<file path="config.mk">
export PLATFORM = sky130hd
export DESIGN_NAME = stopwatch_ctrl
export DESIGN_NICKNAME = d
export VERILOG_FILES = /design/src/rtl/stopwatch_ctrl.sv
export SDC_FILE = /design/constraint.sdc
export NUM_CORES = 1
export LEC_CHECK = 0
export CORE_UTILIZATION = 45
export CTS_BUF_LIST = sky130_fd_sc_hd__clkbuf_2 sky130_fd_sc_hd__clkbuf_4 sky130_fd_sc_hd__clkbuf_8
export DETAILED_ROUTE_END_ITERATION = 6
export GPL_TIMING_DRIVEN = 0
export PLACE_DENSITY = 0.67
export SLEW_MARGIN = 20
export SYNTH_ARGS = -nofsm -noshare
export SYNTH_HDL_FRONTEND = slang
export SYNTH_SLANG_ARGS = --single-unit
export TNS_END_PERCENT = 5
</file>
<file path="constraint.sdc">
create_clock -name CLK -period 3.71 [get_ports CLK]
set_input_delay 0.742 -clock CLK [delete_from_list [all_inputs] [get_ports CLK]]
set_output_delay 0.742 -clock CLK [all_outputs]
set_load 0.005 [all_outputs]
</file>
<file path="src/rtl/stopwatch_ctrl.sv">
// Stopwatch sequencer: start/stop/lap/clear FSM, 1/100 s prescaler and 00.00-59.99 BCD counter.
// Define STOPWATCH_BLINK_EN to blink the display (via BLANK) while paused.
module stopwatch_ctrl #(
    parameter int TICK_DIV    = 500000,
    parameter int BLINK_TICKS = 50
) (
    input  logic        CLK,
    input  logic        RST,
    input  logic [2:0]  BTN,
    output logic [15:0] DISP,
    output logic        RUNNING,
    output logic        LAPF,
    output logic        OVF,
    output logic        BLANK
);
    localparam int PW = (TICK_DIV > 2) ? $clog2(TICK_DIV) : 1;
    localparam logic [PW-1:0] TICK_MAX = PW'(TICK_DIV - 1);

    typedef enum logic [1:0] {S_IDLE, S_RUN, S_LAP, S_STOP} state_t;

    state_t         state_q, state_d;
    logic [PW-1:0]  presc_q, presc_d;
    logic [15:0]    cnt_q, cnt_d;
    logic [15:0]    lap_q, lap_d;
    logic [15:0]    disp_q, disp_d;
    logic           ovf_q, ovf_d;
    logic           counting;
    logic           tick;
    logic [3:0]     at_lim;
    logic [15:0]    cnt_inc;

    assign counting = (state_q == S_RUN) || (state_q == S_LAP);
    assign tick     = counting && (presc_q == TICK_MAX);

    // Per-digit BCD increment; a digit carries when every lower digit sits at its limit.
    for (genvar gi = 0; gi < 4; gi++) begin : g_digit
        localparam logic [3:0] LIM = (gi == 3) ? 4'd5 : 4'd9;
        logic [3:0] dig;
        logic       cin;
        assign dig        = cnt_q[4*gi +: 4];
        assign at_lim[gi] = (dig == LIM);
        if (gi == 0) begin : g_lsd
            assign cin = 1'b1;
        end else begin : g_upper
            assign cin = &at_lim[gi-1:0];
        end
        assign cnt_inc[4*gi +: 4] = (dig > LIM)   ? 4'd0 :
                                    !cin          ? dig  :
                                    (dig == LIM)  ? 4'd0 : dig + 4'd1;
    end

    always_comb begin
        state_d = state_q;
        presc_d = presc_q;
        cnt_d   = cnt_q;
        lap_d   = lap_q;
        if (counting) begin
            presc_d = tick ? '0 : presc_q + PW'(1);
        end
        if (tick) begin
            cnt_d = cnt_inc;
        end
        // The tick above is applied first; a button action then acts on the ticked value.
        unique case (state_q)
            S_IDLE: begin
                if (BTN[0]) begin
                    state_d = S_RUN;
                    presc_d = '0;
                end
            end
            S_RUN: begin
                if (BTN[0]) begin
                    state_d = S_STOP;
                end else if (BTN[2]) begin
                    state_d = S_LAP;
                    lap_d   = cnt_d;
                end
            end
            S_LAP: begin
                if (BTN[0]) begin
                    state_d = S_STOP;
                end else if (BTN[2]) begin
                    state_d = S_RUN;
                end
            end
            S_STOP: begin
                if (BTN[0]) begin
                    state_d = S_RUN;
                end else if (BTN[1]) begin
                    state_d = S_IDLE;
                    cnt_d   = '0;
                    presc_d = '0;
                    lap_d   = '0;
                end
            end
            default: state_d = S_IDLE;
        endcase
        disp_d = (state_q == S_LAP) ? lap_q : cnt_q;
        ovf_d  = tick && (&at_lim);
    end

    always_ff @(posedge CLK or posedge RST) begin
        if (RST) begin
            state_q <= S_IDLE;
            presc_q <= '0;
            cnt_q   <= '0;
            lap_q   <= '0;
            disp_q  <= '0;
            ovf_q   <= 1'b0;
        end else begin
            state_q <= state_d;
            presc_q <= presc_d;
            cnt_q   <= cnt_d;
            lap_q   <= lap_d;
            disp_q  <= disp_d;
            ovf_q   <= ovf_d;
        end
    end

    assign DISP    = disp_q;
    assign RUNNING = counting;
    assign LAPF    = (state_q == S_LAP);
    assign OVF     = ovf_q;

`ifdef STOPWATCH_BLINK_EN
    localparam int BW = (BLINK_TICKS > 1) ? $clog2(BLINK_TICKS) : 1;
    localparam logic [BW-1:0] BLINK_MAX = BW'(BLINK_TICKS - 1);

    logic [PW-1:0] free_q, free_d;
    logic [BW-1:0] blink_q, blink_d;
    logic          blank_q, blank_d;
    logic          blink_tick;

    assign blink_tick = (free_q == TICK_MAX);

    always_comb begin
        free_d  = blink_tick ? '0 : free_q + PW'(1);
        blink_d = blink_q;
        blank_d = blank_q;
        // Blinking restarts from unblanked whenever STOP is entered or left.
        if ((state_q != S_STOP) || (state_d != S_STOP)) begin
            blink_d = '0;
            blank_d = 1'b0;
        end else if (blink_tick) begin
            if (blink_q == BLINK_MAX) begin
                blink_d = '0;
                blank_d = ~blank_q;
            end else begin
                blink_d = blink_q + BW'(1);
            end
        end
    end

    always_ff @(posedge CLK or posedge RST) begin
        if (RST) begin
            free_q  <= '0;
            blink_q <= '0;
            blank_q <= 1'b0;
        end else begin
            free_q  <= free_d;
            blink_q <= blink_d;
            blank_q <= blank_d;
        end
    end

    assign BLANK = blank_q;
`else
    assign BLANK = 1'b0;
`endif

endmodule

</file>
======== Word level (Yosys, flattened, before mapping) ========
Index checks and enable logic that the tools add are counted.
word-level totals
  logic and storage cells ................. 76
  register bits ........................... 70
cells by class
  mux-type cells .......................... 35
  reduce and logical (&&, ||, !) cells .... 10
  $add $sub $neg .......................... 5
  magnitude comparators ................... 4
  equal/unequal tests ..................... 16
operator list
  kind                                                           count
  two-way mux 16 bit                                             9
  two-way mux 19 bit                                             5
  two-way mux 4 bit                                              11
  one-hot mux 19 bit (2 select lines)                            1
  one-hot mux 16 bit (2 select lines)                            1
  adder 19 x 1 -> 19 bit, second input constant                  1
  == test 19 bit, second input constant                          1
  adder 4 x 1 -> 4 bit, second input constant                    4
  two-way mux 2 bit                                              7
  == test 4 bit, second input constant                           3
  greater-than comparator 4 bit, second input constant           3
  inequality test 2 bit, second input constant                   5
  inequality test 3 bit, second input constant                   3
  one-hot mux 2 bit (4 select lines)                             1
  AND reduction 4 bit                                            2
  AND reduction 5 bit                                            1
  == test 2 bit, second input constant                           2
  == test 4 x 3 -> 1 bit, second input constant                  1
  greater-than comparator 4 x 3 -> 1 bit, second input constant  1
  AND reduction 3 bit                                            1
  == test 2 x 1 -> 1 bit, second input constant                  1
  logical AND 1 bit                                              2
  zero test 2 bit                                                1
  AND reduction 2 bit                                            1
  2 further kinds                                                2

======== Logic depth before layout (Yosys ltp) ========
  depth after elaboration ................. 8
  mapped depth ............................ 10

======== Least setup slack after synthesis ========
Ideal clock, no wire load.
  path type ............................... flip-flop to flip-flop
  from .................................... register state_q[0]
  to ...................................... register cnt_q[8]
  data arrival time ....................... 2,160 ps
  path buffers ............................ 2
  setup time .............................. 73 ps
  clock period less this slack ............ 2,233 ps
  required time ........................... 3,637 ps
  cell stages (with the launch flop) ...... 10
  slack ................................... 1,477 ps
  cell sequence ........................... dfrtp_1 inv_1 ha_1 buf_4 and4_1 nand2_1 or3_1 buf_2 o41ai_2 nor2b_1
on the way
  cells in the longest elaborated chain, start to end .. 7
  elaborated cells between the ends (all ways) .. 9
  those cells by class .................... eq/ne (3); mux (4); reduce/logical (2)
RTL lines
  item                                                            RTL line  source
  start: declaration                                              21        state_t state_q, state_d;
  start signal: assignment                                        111       state_q <= state_d;
  == test 2 x 1 -> 1 bit / == test 2 bit (equally long branches)  32        assign counting = (state_q == S_RUN) || (state_q == S_LAP);
  logical OR 1 bit (*)                                            32
  via RUNNING                                                     11        output logic RUNNING,
  logical AND 1 bit (*)                                           33        assign tick = counting && (presc_q == TICK_MAX);
  two-way mux 16 bit (*)                                          60        if (tick) begin
  two-way mux 16 bit                                              89        end else if (BTN[1]) begin
  two-way mux 16 bit                                              87        if (BTN[0]) begin
  two-way mux 16 bit (*)                                          64        unique case (state_q)
  via cnt_d[8]                                                    23        logic [15:0] cnt_q, cnt_d;
  end signal: assignment                                          113       cnt_q <= cnt_d;
  end: declaration                                                23
The timed path passes the listed nets; every way through them passes the cells marked *.
A chain may end at the register's enable or synchronous reset.

======== Worst setup path in the final report ========
  from .................................... register state_q[0]
  to ...................................... register lap_q[9]
on the way
  cells in the longest elaborated chain, start to end .. 7
  elaborated cells between the ends (all ways) .. 15
  those cells by class .................... eq/ne (7); mux (4); reduce/logical (4)
RTL lines
  item                                                            RTL line  source
  == test 2 x 1 -> 1 bit / == test 2 bit (equally long branches)  32, 64
  logical OR 1 bit                                                32
  logical AND 1 bit                                               33
  two-way mux 16 bit                                              60
  two-way mux 16 bit                                              74        end else if (BTN[2]) begin
  two-way mux 16 bit                                              72        if (BTN[0]) begin
  one-hot mux 16 bit (2 select lines)                             64
  end signal: assignment                                          114       lap_q <= lap_d;
  end: declaration                                                24        logic [15:0] lap_q, lap_d;
Several ways; a longest one is shown, not always the timed one. The select of a mux whose other input is x is not followed.

==> results.ini <==
[run_status]
outcome=finished clean

[yosys]
yosysTopAreaCell=dfrtp_1
syn_avg_cell_area_um2=9.82
ys_top_cells_by_area=dfrtp_1, nor2_1, nand2_1
synth.distinct_cells=56
yosys.area.top_type_share=0.499
synth_top_family_by_area=simple AND/OR/NAND/NOR gates
synth.mux.area_fraction=0.0385
synth_compound_area_frac=0.134
synth_edf_count=0
synthAdderAreaFrac=0.0285
synth-xor-area-share=0.0425
synth_most_common_cell=dfrtp_1
yosys_register_bits=70
syn-num-nets=370
synth_cells=357
synthFlopType=dfrtp_1
synth-simple-area-share=0.217
synth-seq-area-share=0.499
netlist_area_um2=3510
async_flop_share=1.00
ys_warn_count=0
ys_top_cells_by_count=dfrtp_1, nor2_1, nand2_1, o21ai_0

[worst_setup_path]
crit_type=flip-flop to flip-flop
crit_slowest_cell=nor2_1
max_stage_delay_ns=0.51
r2r-end=lap_q[9]
required_ns=3.93
critical_path.max_fanout=10
reg2reg_slack_ns=1.01
rr_startpoint=state_q[0]
crit_chain=inv_1 -> ha_1 -> buf_4 -> nand4_1 -> nor2_1 -> nand2_1 -> buf_2 -> o211ai_1 -> o311ai_1
arrival_ns=2.92
critPathLaunchType=flip-flop
end_kind=flip-flop
ff2ff_path_depth=9

[sta]
tightest_slew_ns=0.907
fin_skew_ns=0.00911
timing.fmax_ghz=0.370
setup_violations=0
holdWs_ns=0.479
fin_crit_sh=0.729
final_max_slew_viol_count=0
slew_headroom=0.391
rsz0062_at_grt=false
hold_viol=0
finalSetupTns_ns=0
period_minus_slack_ns=2.70
worst_slack_ns=1.01

[floorplanning]
core-area_um2=7410
ios=25
num_rows=31
die_w_um=90.3
initial_core_util=0.473
fp.dieH_um=90.3
die-area_um2=8150

[power_and_ir_drop]
p_sw_frac=0.340
p_seq_frac=0.436
vdd_drop_max_uv=377
clkPwrFrac=0.256
power_leakage_nw=1.76
switchingPower_uw=817
internal_power_mw=1.59
pwr-share-comb=0.308
pwr_density_cell_nw_per_um2=588

[min_path]
hold_path_end=lap_q[5]
hold_start=lap_q[5]
hold_class=flip-flop to flip-flop
min_path_cells=2

[clock_network]
insertion_delay_ns=0.35
cts_setup_buffers=0
clk_pin_slew_worst_paths_ns=0.08
ctsLongestPathBuffers=2
root_buffer=clkbuf_8
htreeDepth=3
cts_resized=0
cts_tree=yes
cts.sinks=70
cts_buffers=9
cts_hold_buf=0

[flow_run]
cap_viol_max_count=0

[route]
vias=2720
drtIter0Drc=117
routed_wirelength_um=7300
post-route-drc-count=0
ant_nets=0
via_per_inst=5.49
wl_per_cell_um=14.8
dr.pass1.iters=4

[placed_design]
pre_cts_ws_ns=0.800
gp_congestion=0.851
portBuffers=22
place_hpwl_um=5060

[global_route]
grt_max_degree=44
grt-ovfl-total=0
grt_antenna_before_repair=0
grt_pass1_wl_um=12800
gr-usage-all-layers=0.199
grt_pass1_vias=2643

[cells_and_area]
syn_to_final_growth_pct=16.5
drive_above_1_share=0.119
fin_util=0.551
nets=404
diodes=0

per-layer routing:
metal / global-route usage / routed length (um) / vias up
met5: 0 / 0 / -
met3: 0.0387 / 284 / 9
met2: 0.299 / 3170 / 49
li1: - / - / 1336
met4: 0.0672 / 118 / 0
met1: 0.289 / 3730 / 1326
power by group through the flow:
stage          logic (mW)  registers (mW)  clock network (mW)
6_report            0.740            1.05               0.616
5_1_grt             0.839            1.07               0.662
4_1_cts             0.749            1.05               0.625
3_5_place_dp        0.745            1.06                   0
3_3_place_gp        0.727            1.05                   0
2_1_floorplan       0.480            1.04                   0
cells in the final DEF (no fill, tap or decap), types with 5 or more instances in the layout:
cell type	instances
a21oi_1	10
a31oi_1	6
clkbuf_1	11
clkbuf_8	10
clkdlybuf4s50_1	22
dfrtp_1	70
ha_1	8
inv_1	11
mux2_2	12
nand2_1	37
nand3_1	12
nand4_1	11
nor2_1	43
nor3_1	6
nor4_1	5
o21ai_0	23
xnor2_1	6
xor2_1	11
critical path: cells and delay by family, from the launching register on:
family	cells	cell delay, ns
flops	1	0.43
fa+ha+maj	1	0.31
buf+inv	3	0.54
compound gates	2	0.34
simple gates	3	0.94
state kept, by name, summed over array words and instances (netlist names):
name and flops:
presc_q 19, OVF 1, lap_q 16, DISP 16, state_q 2, cnt_q 16
stage by stage:
stage	area, um^2	power, mW	instances
after global routing	4090	2.58	495
after floorplan	3510	1.52	357
after global placement	3850	1.78	478
after detailed placement	3880	1.81	479
final	4090	2.40	495
after CTS	4080	2.42	495
cells by family after synthesis:
family          after synthesis
simple gates                147
flops                        70
fa+ha+maj                     8
xor+xnor                     17
mux                          12
other cells                   1
buf+inv                      31
compound gates               71
worst max path at each step:
stage,slack (ns),end,from
4_1_cts,0.99,lap_q[9],state_q[0]
5_1_grt,0.74,lap_q[9],state_q[1]
3_5_place_dp,0.80,cnt_q[15],BTN[1]
2_1_floorplan,1.20,DISP[0],RST
6_report,1.01,lap_q[9],state_q[0]
3_3_place_gp,0.01,cnt_q[14],RST
final cells by class:
type	count	area [um^2]
fillers	685	3320
plain buffers	19	91.3
repair buffers	23	248
multi-input cells	256	1620
clock buffers	10	138
inverters	12	47.5
flip-flops and latches	70	1750
clock inverters	6	61.3
well taps	99	124
No activity file was read; power rests on OpenSTA's default activity.
